$ cat config.mk
export PLATFORM = sky130hd
export DESIGN_NAME = note_to_dds_flat
export DESIGN_NICKNAME = d
export VERILOG_FILES = /design/src/rtl/note_to_dds_if.sv /design/src/rtl/note_to_dds.sv /design/src/flat_wrapper.sv
export SDC_FILE = /design/constraint.sdc
export NUM_CORES = 1
export LEC_CHECK = 0
export BUFFER_PORTS_ARGS = -buffer_cell sky130_fd_sc_hd__buf_2
export CORE_UTILIZATION = 65
export CTS_CLUSTER_SIZE = 25
export DETAILED_ROUTE_END_ITERATION = 6
export PLACE_DENSITY_LB_ADDON = 0.08
export SLEW_MARGIN = 20
export SYNTH_ARGS = -nofsm -noshare
export SYNTH_HDL_FRONTEND = slang
export SYNTH_SLANG_ARGS = --single-unit
$ cat constraint.sdc
create_clock -name clk -period 43.1 [get_ports clk]
set_input_delay 6.465 -clock clk [delete_from_list [all_inputs] [get_ports clk]]
set_output_delay 6.465 -clock clk [all_outputs]
set_load 0.01 [all_outputs]
$ cat src/rtl/note_to_dds_if.sv
// Note-to-increment bus: the MIDI note goes in, the registered DDS phase
// increment comes back one clock later. No handshake; both sides run every cycle.
interface note_to_dds_if;
    logic [6:0]  note;
    logic [31:0] adder;

    // Note source (MIDI / pitch-bend logic) drives the note and reads the increment.
    modport master (output note, input adder);

    // Converter consumes the note and presents the increment.
    modport slave  (input note, output adder);
endinterface

$ cat src/rtl/note_to_dds.sv
// MIDI note -> 32-bit DDS phase increment for a 50 MHz, 32-bit accumulator,
// tuned to A4 (note 69) = 440 Hz.
//
// Built as a registered lookup. A 12-entry table holds the increments for
// notes 120..131, the top octave. Lower octaves are reached by a logical right
// shift of (10 - octave). The shift truncates, which keeps every octave step an
// exact doubling plus at most one LSB.
//
// Latency is one clock and a new note is accepted every cycle.
module note_to_dds (
    input  logic          clk,
    input  logic          rst_n,
    note_to_dds_if.slave  bus
);

    logic [3:0]  oct;
    logic [6:0]  rem;
    logic [20:0] base;
    logic [3:0]  shift;
    logic [31:0] adder_next;
    logic [31:0] adder_q;

    // Split the note into octave (0..10) and semitone (0..11).
    // This uses a chain of ten compare/subtract-by-12 steps, so no divider is needed.
    always_comb begin
        oct = 4'd0;
        rem = bus.note;
        for (int k = 0; k < 10; k++) begin
            if (rem >= 7'd12) begin
                rem = rem - 7'd12;
                oct = oct + 4'd1;
            end
        end
    end

    // Top-octave increments: round(440 * 2^((120+idx-69)/12) * 2^32 / 50e6).
    // Entries 8..11 are only ever reached from notes below 120.
    always_comb begin
        base = 21'd0;
        case (rem)
            7'd0:    base = 21'd719151;   // C   8372.018 Hz
            7'd1:    base = 21'd761914;   // C#  8869.844 Hz
            7'd2:    base = 21'd807220;   // D   9397.273 Hz
            7'd3:    base = 21'd855219;   // D#  9956.063 Hz
            7'd4:    base = 21'd906073;   // E  10548.082 Hz
            7'd5:    base = 21'd959951;   // F  11175.303 Hz
            7'd6:    base = 21'd1017033;  // F# 11839.822 Hz
            7'd7:    base = 21'd1077509;  // G  12543.854 Hz
            7'd8:    base = 21'd1141581;  // G# 13289.750 Hz
            7'd9:    base = 21'd1209463;  // A  14080.000 Hz
            7'd10:   base = 21'd1281381;  // A# 14917.240 Hz
            7'd11:   base = 21'd1357576;  // B  15804.266 Hz
            default: base = 21'd0;
        endcase
    end

    // Drop down from the top octave by a truncating logical shift.
    // The upper 11 bits of the result are always zero.
    always_comb begin
        shift      = 4'd10 - oct;
        adder_next = {11'd0, base} >> shift;
    end

    // Output register with synchronous active-low reset. Reset wins over the lookup.
    always_ff @(posedge clk) begin
        if (!rst_n) begin
            adder_q <= 32'd0;
        end else begin
            adder_q <= adder_next;
        end
    end

    assign bus.adder = adder_q;

endmodule

$ cat src/flat_wrapper.sv
// flat-port wrapper written by rule: the top's interface ports become plain ports
module note_to_dds_flat 
  (clk, rst_n, bus_note, bus_adder);
  note_to_dds_if bus_i ();
  input  logic clk;
  input  logic rst_n;
  input wire logic [$bits(bus_i.note)-1:0] bus_note;
  output wire logic [$bits(bus_i.adder)-1:0] bus_adder;
  assign bus_i.note = bus_note;
  assign bus_adder = bus_i.adder;
  note_to_dds u_core (.clk(clk), .rst_n(rst_n), .bus(bus_i));
endmodule
# Word level (Yosys, flattened, before mapping)
# Memories as Yosys holds them, arrays and structs flattened.
# Cells that the tools add are included.
dict set report totals {
  ff_bits 32
  mem_count 1
  output_inout_bits 32
  inputBits 9
  elab_cells 55
  rom_bits 336
}
dict set report op_classes {
  magnitude_cmp 10
  add_sub_neg 20
  n_shift 1
  muxes 21
  reduce_logical 1
}
# name depth word_bits rd rd_ports_with_merged_regs wr line
set memory_table {}
lappend memory_table {{(no name shown)} 16 21 1 0 0 note_to_dds.sv:40} ;# case (rem)
# op count
set ops {}
lappend ops {{$ge A7 B4 Y1 const B} 10}
lappend ops {{$mux W7} 10}
lappend ops {{$sub A7 B4 Y7 const B} 10}
lappend ops {{$mux W4} 9}
lappend ops {{$add A4 B1 Y4 const B} 8}
lappend ops {{$shr A21 B4 Y32} 1}
lappend ops {{$mux W21} 1}
lappend ops {{$sub A4 B4 Y4 const A} 1}
lappend ops {{$logic_not A3 Y1} 1}
lappend ops {{$add A1 B1 Y2 const B} 1}
lappend ops {{$mux W1} 1}

# Depth between registers and ports, before layout
# Gate-level depths: netlist of the first run.
dict set report logic_depth {
  word_depth 23
  mapped_depth 76
  mapped_depth_nobuf 70
}

# Worst setup path before layout of the first run
# No wires, ideal clock.
dict set report synth_path {
  path_type {input -> register}
  from {input port bus_note[1]}
  to {register u_core.adder_q[6] (netlist: u_core.bus.adder[6])}
  setup_time_ns 0.117
  required_ns 42.983
  path_slack_ns 22.208
  cell_stages 69
  t_arrival_ns 20.775
  path_buffers 7
  cell_sequence {buf_2 > inv_1 > ha_1 > a21o_1 > nor3_1 > or2_2 > inv_1 > ha_1 > clkbuf_1 > a221oi_1 > a31oi_1 > o311ai_1 > inv_1 > ha_1 > buf_2 > nand2_1 > and4b_1 > nor2_1 > [33 not listed] > o311ai_4 > a41oi_4 > mux2_4 > nor2_8 > inv_4 > ha_1 > nand2_1 > o211ai_1 > a211oi_4 > xnor2_4 > clkinv_2 > buf_2 > ha_1 > clkbuf_1 > buf_1 > mux2i_1 > mux2i_1 > a32o_1}
}
dict set report synth_via {
  elab_chain_cells 23
  elab_cells_between_ends 54
  cone_classes {add/sub (20); order compare (10); shift (1); mux (21); reduce/logical (1); memory (1)}
}
# element line
set synth_rtl {}
lappend synth_rtl {{start, declared} flat_wrapper.sv:7} ;# input wire logic [$bits(bus_i.note)-1:0] bus_note;
lappend synth_rtl {{$sub A7 B4 Y7 or $ge A7 B4 Y1 (tied branches)} {note_to_dds.sv:30, note_to_dds.sv:29}}
lappend synth_rtl {{$mux W7} note_to_dds.sv:29} ;# if (rem >= 7'd12) begin
lappend synth_rtl {{$sub A7 B4 Y7 or $ge A7 B4 Y1 (tied branches)} {note_to_dds.sv:30, note_to_dds.sv:29}}
lappend synth_rtl {{$mux W7} note_to_dds.sv:29}
lappend synth_rtl {{$sub A7 B4 Y7 or $ge A7 B4 Y1 (tied branches)} {note_to_dds.sv:30, note_to_dds.sv:29}}
lappend synth_rtl {{$mux W7} note_to_dds.sv:29}
lappend synth_rtl {{$sub A7 B4 Y7 or $ge A7 B4 Y1 (tied branches)} {note_to_dds.sv:30, note_to_dds.sv:29}}
lappend synth_rtl {{$mux W7} note_to_dds.sv:29}
lappend synth_rtl {{[7 not listed]} n/a}
lappend synth_rtl {{$mux W7} note_to_dds.sv:29}
lappend synth_rtl {{$sub A7 B4 Y7 or $ge A7 B4 Y1 (tied branches)} {note_to_dds.sv:30, note_to_dds.sv:29}}
lappend synth_rtl {{$mux W7} note_to_dds.sv:29}
lappend synth_rtl {{$sub A7 B4 Y7 or $ge A7 B4 Y1 (tied branches)} {note_to_dds.sv:30, note_to_dds.sv:29}}
lappend synth_rtl {{$mux W7} note_to_dds.sv:29}
lappend synth_rtl {{$mem_v2 Z16 W21 or $logic_not A3 Y1 (tied branches)} n/a}
lappend synth_rtl {{$mux W21} note_to_dds.sv:40}
lappend synth_rtl {{$shr A21 B4 Y32 *} note_to_dds.sv:61} ;# adder_next = {11'd0, base} >> shift;
lappend synth_rtl {{end signal, assigned} note_to_dds.sv:69} ;# adder_q <= adder_next;
lappend synth_rtl {{end, declared} note_to_dds.sv:21} ;# logic [31:0] adder_q;
# Every way passes the cells marked *; elsewhere a longest branch is shown, timed or not.
# A chain may end at the register's enable or synchronous reset.

# Worst setup path in the final report of the first run
dict set report layout_path {
  from {input port bus_note[0]}
  to {register u_core.adder_q[0] (netlist: u_core.bus.adder[0])}
}
# The elaborated chain is that of the path after synthesis.

==> flow_metrics.py, run 1 <==
metrics = {
    "status": {
        "status": "finished, final reports clean",
    },
    "sta": {
        "setup_viol": 0,
        "max_freq_mhz": 43.3,
        "hold_viol_final": 0,
        "rsz0062_at_grt": "no",
        "min_period_ps": 23110,
        "period_share_pct": 53.6,
        "worst_pin_slew_ps": 853,
        "maxSlewViolCount": 0,
        "hold_slack_ps": 6520,
        "slew_headroom_pct": 42.7,
        "tns_ps": 0,
    },
    "logic_synthesis": {
        "synth_common_cells": "65 x nand2_1, 48 x nor2_1, 32 x nor3_1",
        "netlist_instances": 713,
        "yosysMostFrequentCell": "nand2_1",
        "yosysTopAreaCell": "dfxtp_1",
        "syn_area_um2": 5500,
        "ys_seq_area_share_pct": 7.65,
        "syn_avg_cell_area_um2": 7.71,
        "ys_warn_count": 0,
        "async_reset_ff_share_pct": 0,
        "ys_ff_latch": 21,
        "synth_flop_cell": "dfxtp_1",
        "synth_edf_count": 0,
        "synthTopCellsByArea": "dfxtp_1 7.6%, ha_1 6.1%, mux2i_1 5.6%",
        "yosysUniqueCellTypes": 110,
        "synth_top_area_share_pct": 7.65,
    },
    "layout": {
        "regArea_um2": 420,
        "fill_cells": 709,
        "nets": 756,
        "layout-drive-gt1-share_pct": 14.7,
        "antenna_cells": 0,
        "largest_reg_flops": 21,
        "area_growth_pct": 2.78,
        "finish.utilization_pct": 68.8,
        "multi_input_area_um2": 4750,
    },
    "global_route": {
        "antenna_found_initial": 0,
        "grtUsageTotal_pct": 34.9,
        "grt_pass1_wl_mm": 25.3,
        "grt_pass1_vias": 5270,
        "grt_max_degree": 22,
        "grt_overflow_total": 0,
    },
    "routing": {
        "drt_wl_total_mm": 15.3,
        "vias": 5869,
        "drt_iter0_markers": 535,
        "ant_nets": 0,
        "avgRoutedWirePerCell_um": 18.6,
        "vias_per_cell": 7.12,
        "remaining_drc_errors": 0,
        "drt_pass1_iterations": 6,
    },
    "critical_path": {
        "critPathKind": "in2reg",
        "path_common_cell": "ha_1",
        "endpoint_kind": "flop",
        "start_kind": "input port",
        "critPathArrivalTime_ps": 23300,
        "path_max_fanout": 19,
        "required_ps": 43290,
        "worst_path_max_delay_cell": "ha_1",
        "slowest_delay_ps": 810,
    },
    "floorplanning": {
        "core_area_um2": 8220,
        "fp.dieW_um": 94.0,
        "rows": 33,
        "start_util_pct": 66.9,
        "die_h_um": 94.0,
        "ioPinCount": 41,
        "dieArea_um2": 8830,
    },
    "clocking": {
        "cts_sinks": 21,
        "cts_setup_buffers": 0,
        "cts_buffer_depth": 2,
        "cts_tree": "yes",
        "cts.clk_slew.worst_paths_ps": 70,
        "cts_resized": 0,
        "cts_buffers": 3,
        "cts.htree.levels": 1,
        "cts-root-buf": "clkbuf_8",
        "hold_buffers": 0,
    },
    "place": {
        "port_buffers": 29,
        "dp_hpwl_mm": 12.3,
        "place_congestion": 1.00,
    },
    "run": {
        "maxCapViolations": 0,
    },
    "hold_path": {
        "hold_path.class": "in2reg",
    },
}
[logic make-up after synthesis]
kind of cell | synth area share, %
other | 0.0682
AO/OA/AOI/OAI | 37.5
adder cells (fa/ha/maj) | 6.14
buffers and inverters | 6.55
XOR/XNOR | 5.80
multiplexers | 11.5
flip-flops | 7.65
AND/OR/NAND/NOR | 24.8
[worst max-delay path: cells and delay by family]
family          cells  cell delay [ps]
compound gates     18             4720
buf+inv            10             1720
mux                 5             1920
xor+xnor            1              290
fa+ha+maj          11             3910
simple gates       21             4280
[per-layer routing]
layer	vias up	part of all wire, %	global-route usage (%)
met5	-	0	0
met4	0	4.1	14.1
met2	310	46	58.7
li1	2789	-	-
met3	57	6.5	2.59
met1	2713	44	45.8
[area by class of cell]
class	instances	share of cell area [%]
Inverter	34	2.33
Multi-Input combinational cell	628	84.1
Tap cell	105	2.33
Timing Repair Buffer	32	2.97
Clock buffer	4	0.797
Sequential cell	21	7.44
[through the flow]
step / instance area (µm²) / instances / setup WS (ps)
after global routing: 5650 / 824 / 18610
after CTS: 5650 / 824 / 20150
after floorplan: 5540 / 723 / 22210
after detailed placement: 5610 / 820 / 19890
after global placement: 5610 / 820 / 20660
final: 5650 / 824 / 19990
[path summary, 6_finish.rpt]
path / startpoint / cells past startpoint / end / slack [ps]
min: rst_n / 3 / u_core.bus.adder[18]$_SDFF_PP0_ / 6520
max: bus_note[0] / 66 / u_core.bus.adder[0]$_SDFF_PN0_ / 19990
[layout by cell type (no fill, tap or decap), drive strengths merged, types with 9 or more instances in the layout]
master / Yosys / layout
mux2i: 33 / 33
a211oi: 17 / 17
inv: 33 / 33
a21o: 11 / 11
dfxtp: 21 / 21
nand3: 22 / 22
nor3: 33 / 33
ha: 27 / 27
mux2: 21 / 21
buf: 27 / 32
or2: 13 / 13
or3: 13 / 13
nand2: 66 / 66
conb: 1 / 11
nand4: 9 / 9
o22ai: 13 / 13
xnor2: 20 / 20
and2: 13 / 13
o211ai: 11 / 11
a221oi: 9 / 9
a21oi: 21 / 21
nor2: 50 / 50
o21ai: 42 / 42
and3: 9 / 9
Power of run 1 is not shown: default switching activity piles up to over one toggle a cycle in this logic, so the estimate is an artifact.
==> run 2, diff against run 1 <==
--- a/config.mk
+++ b/config.mk
@@ -5,8 +5,9 @@
 export SDC_FILE = /design/constraint.sdc
 export NUM_CORES = 1
 export LEC_CHECK = 0
+export ABC_AREA = 1
 export BUFFER_PORTS_ARGS = -buffer_cell sky130_fd_sc_hd__buf_2
-export CORE_UTILIZATION = 65
+export CORE_UTILIZATION = 62
 export CTS_CLUSTER_SIZE = 25
 export DETAILED_ROUTE_END_ITERATION = 6
 export PLACE_DENSITY_LB_ADDON = 0.08
==> constraint.sdc (replaced) <==
create_clock -name clk -period 24.1 [get_ports clk]
set_input_delay 3.615 -clock clk [delete_from_list [all_inputs] [get_ports clk]]
set_output_delay 3.615 -clock clk [all_outputs]
set_load 0.01 [all_outputs]
==> flow_metrics.py, run 2 <==
metrics = {
    "routing": {
        "vias": 4744,
        "drt_pass1_iterations": 5,
        "drt_iter0_markers": 328,
        "vias_per_cell": 5.52,
        "drt_wl_total_mm": 10.5,
        "ant_nets": 0,
        "remaining_drc_errors": 0,
        "avgRoutedWirePerCell_um": 12.2,
    },
    "layout": {
        "layout-drive-gt1-share_pct": 16.1,
        "area_growth_pct": 3.43,
        "nets": 801,
        "post-route-cell-area_um2": 4530,
        "layout_common_cells": "259 x nand2_1, 145 x nand3_1, 76 x inv_1",
        "largest_reg_flops": 21,
        "fill_cells": 636,
        "antenna_cells": 0,
        "final_common_cell": "nand2_1",
        "finish.utilization_pct": 66.6,
    },
    "critical_path": {
        "critPathKind": "in2reg",
        "critPathArrivalTime_ps": 16200,
        "worstSetupStartpoint": "bus_note[0]",
        "path_max_fanout": 23,
        "path_common_cell": "nand2_1",
        "start_kind": "input port",
        "required_ps": 24260,
        "endpoint_kind": "flop",
        "worst_path_max_delay_cell": "ha_1",
        "slowest_delay_ps": 620,
    },
    "global_route": {
        "grt_max_degree": 24,
        "grt_pass1_vias": 4383,
        "grt_pass1_wl_mm": 18.0,
        "antenna_found_initial": 0,
        "grtUsageTotal_pct": 29.3,
        "grt_overflow_total": 0,
    },
    "logic_synthesis": {
        "ys_warn_count": 0,
        "synthTopCellsByArea": "nand2_1 22%, nand3_1 17%, dfxtp_1 9.6%",
        "synth_edf_count": 0,
        "yosysMostFrequentCell": "nand2_1",
        "ys_seq_area_share_pct": 9.61,
        "syn_avg_cell_area_um2": 5.82,
        "async_reset_ff_share_pct": 0,
        "netlist_instances": 752,
        "synth_common_cells": "259 x nand2_1, 145 x nand3_1, 76 x inv_1",
        "yosysTopAreaCell": "nand2_1",
        "yosysUniqueCellTypes": 38,
        "synth_top_area_share_pct": 22.2,
        "synth_flop_cell": "dfxtp_1",
        "syn_area_um2": 4380,
        "ys_ff_latch": 21,
    },
    "sta": {
        "max_freq_mhz": 62.3,
        "period_share_pct": 66.6,
        "worst_pin_slew_ps": 916,
        "min_period_ps": 16040,
        "tns_ps": 0,
        "rsz0062_at_grt": "no",
        "maxSlewViolCount": 0,
        "hold_viol_final": 0,
        "setup_viol": 0,
        "slew_headroom_pct": 38.9,
    },
    "clocking": {
        "cts_tree": "yes",
        "cts_buffer_depth": 2,
        "cts.clk_slew.worst_paths_ps": 70,
        "hold_buffers": 0,
        "cts_setup_buffers": 0,
        "cts-root-buf": "clkbuf_8",
        "cts_resized": 0,
        "cts.htree.levels": 1,
        "cts_sinks": 21,
        "cts_buffers": 3,
    },
    "floorplanning": {
        "dieArea_um2": 7400,
        "rows": 30,
        "fp.dieW_um": 86.0,
        "start_util_pct": 64.4,
        "core_area_um2": 6790,
        "ioPinCount": 41,
        "die_h_um": 86.0,
    },
    "hold_path": {
        "hold_path.class": "in2reg",
        "hp-start": "rst_n",
    },
    "place": {
        "port_buffers": 29,
        "postPlaceCellArea_um2": 4480,
        "place_congestion": 0.930,
        "dp_hpwl_mm": 8.43,
    },
    "run": {
        "maxCapViolations": 0,
    },
    "status": {
        "status": "finished, final reports clean",
    },
}
-- run 2: cell types whose count changed in the layout (fill, tap and decap cells not counted), sizes merged, moves of 15 or more --
cell / delta
nand3: +141
inv: +51
a21oi: -15
o21ai: -16
nor3: -30
mux2: -20
mux2i: -33
a211oi: -17
nand2: +230
-- run 2: worst paths after layout --
path                                     endpoint  slack, ps  cells after the start
setup / recovery   u_core.bus.adder[1]$_SDFF_PN0_       8060                     78
hold / removal    u_core.bus.adder[18]$_SDFF_PP0_       3720                      3
-- run 2: cell families (layout without fill, tap and decap cells) --
logic type / count (synthesis) / after routing / synth area share [%]
and+or+nand+nor: 524 / 524 / 59.0
DFF: 21 / 21 / 9.61
buffers and inverters: 117 / 119 / 11.9
AOI/OAI and AO/OA: 36 / 36 / 5.72
other: 1 / 11 / 0.0857
xor gates and xnor gates: 25 / 25 / 5.69
adders and majority gates: 27 / 27 / 7.72
muxes: 1 / 1 / 0.257
-- run 2: final cells by class --
class	instances	area, µm²	share of cell area, %
multi-input combinational	624	3470	76.7
sequential	21	420	9.29
inverter	86	323	7.13
timing repair buffer	29	145	3.21
tap	96	120	2.65
clock buffer	3	41.3	0.912
clock inverter	1	5.00	0.111
-- run 2: stage by stage --
| step | setup slack, ps | cells | hold slack [ps] |
|---|---|---|---|
| 2_1_floorplan | 10840 | 762 | 3840 |
| 3_3_place_gp | 8730 | 856 | 4000 |
| 3_5_place_dp | 7920 | 856 | 4000 |
| 4_1_cts | 8160 | 860 | 3720 |
| 5_1_grt | 6650 | 860 | 3750 |
| 6_report | 8060 | 860 | 3720 |
-- run 2: per-layer routing --
layer  up-vias  GRT usage [%]  part of all wire [%]
met3        26           2.98                   3.9
met2       138           56.3                    52
met4         0           8.33                   2.3
met1      2153           33.8                    42
met5         -              0                     0
li1       2427              -                     -
-- run 2: critical path, delay by kind of cell --
kind                       cells  cell delay (ps)
adders and majority gates     11             2970
buffers and inverters         15             2370
AOI/OAI and AO/OA              7             1260
and+or+nand+nor               45             5940
Power of run 2 is left out for the same reason.
==> run 3, diff against run 2 <==
==> constraint.sdc (replaced) <==
create_clock -name clk -period 15.4 [get_ports clk]
set_input_delay 2.31 -clock clk [delete_from_list [all_inputs] [get_ports clk]]
set_output_delay 2.31 -clock clk [all_outputs]
set_load 0.01 [all_outputs]
==> flow_metrics.py, run 3 (synthesized netlist as in run 2, its figures left out) <==
metrics = {
    "status": {
        "status": "finished, final reports clean",
    },
    "place": {
        "dpl.cell_count": 857,
        "port_buffers": 29,
        "place_congestion": 0.876,
        "dp_hpwl_mm": 8.32,
        "postPlaceCellArea_um2": 4490,
    },
    "clocking": {
        "cts_tree": "yes",
        "cts_setup_buffers": 0,
        "cts.htree.levels": 1,
        "cts_buffers": 3,
        "cts-root-buf": "clkbuf_8",
        "cts_sinks": 21,
        "hold_buffers": 0,
        "cts.clk_slew.worst_paths_ps": 70,
        "cts_buffer_depth": 2,
        "cts_resized": 0,
    },
    "sta": {
        "maxSlewViolCount": 0,
        "rsz0062_at_grt": "no",
        "hold_viol_final": 0,
        "tns_ps": 0,
        "min_period_ps": 13890,
        "setup_viol": 0,
        "period_share_pct": 90.2,
        "max_freq_mhz": 72.0,
    },
    "floorplanning": {
        "ioPinCount": 41,
        "rows": 30,
        "start_util_pct": 64.4,
        "core_area_um2": 6790,
        "die_h_um": 86.0,
        "fp.dieW_um": 86.0,
        "dieArea_um2": 7400,
    },
    "layout": {
        "nets": 802,
        "post-route-cell-area_um2": 4540,
        "area_growth_pct": 3.77,
        "multi_input_area_um2": 3480,
        "layout_common_cells": "258 x nand2_1, 145 x nand3_1, 76 x inv_1",
        "largest_reg_flops": 21,
        "finish.utilization_pct": 66.9,
        "antenna_cells": 0,
        "stdcell_count": 861,
        "fill_cells": 641,
        "layout-drive-gt1-share_pct": 16.5,
        "regArea_um2": 420,
        "final_common_cell": "nand2_1",
    },
    "routing": {
        "drt_wl_total_mm": 10.2,
        "drt_iter0_markers": 262,
        "remaining_drc_errors": 0,
        "avgRoutedWirePerCell_um": 11.8,
        "drt_pass1_iterations": 5,
        "ant_nets": 0,
        "vias_per_cell": 5.46,
        "vias": 4705,
    },
    "critical_path": {
        "path_common_cell": "nand2_1",
        "required_ps": 15560,
        "critPathArrivalTime_ps": 14050,
        "slowest_delay_ps": 480,
        "worst_path_max_delay_cell": "ha_2",
        "endpoint_kind": "flop",
        "path_max_fanout": 23,
        "critPathKind": "in2reg",
        "start_kind": "input port",
    },
    "global_route": {
        "grt_overflow_total": 0,
        "antenna_found_initial": 0,
        "grt_pass1_wl_mm": 17.8,
        "grt_pass1_vias": 4337,
        "grt_max_degree": 24,
        "grtUsageTotal_pct": 28.8,
    },
    "hold_path": {
        "hold_path.class": "in2reg",
    },
    "run": {
        "maxCapViolations": 0,
    },
}
## run 3: changes by cell type in the layout (fill, tap and decap cells not counted), sizes merged
cell,delta
buf,+1
clkinv,-2
clkinvlp,+1
clkbuf,+1
## run 3: cell type report
class	count	share of cell area (%)
clock buffers	4	0.992
inverters	86	7.19
multi-input cells	624	76.6
flip-flops and latches	21	9.26
well taps	96	2.64
repair buffers	30	3.36
## run 3: layer usage
metal / routed length, µm / track usage, % / up-vias / share of wire, %
li1: - / - / 2429 / -
met1: 4490 / 33.7 / 2157 / 44
met2: 5190 / 55.5 / 100 / 51
met3: 306 / 2.69 / 19 / 3.0
met4: 187 / 7.12 / 0 / 1.8
met5: 0 / 0 / - / 0
## run 3: stage by stage
step	setup slack, ps	hold WS [ps]
2_1_floorplan	3440	2530
3_3_place_gp	1360	2690
3_5_place_dp	758	2700
4_1_cts	969	2430
5_1_grt	236	2450
6_report	1510	2440
## run 3: final timing paths
kind	startpoint	endpoint	slack [ps]	depth (start not counted)
setup / recovery	bus_note[0]	u_core.bus.adder[1]$_SDFF_PN0_	1510	78
hold / removal	rst_n	u_core.bus.adder[13]$_SDFF_PP0_	2440	3
## run 3: worst max-delay path, delay by kind of cell
kind,cells,cell delay (ps)
AO/OA/AOI/OAI,6,1220
adder cells (fa/ha/maj),11,2790
buffers and inverters,16,2290
AND/OR/NAND/NOR,45,5450
Power of run 3 is left out for the same reason.
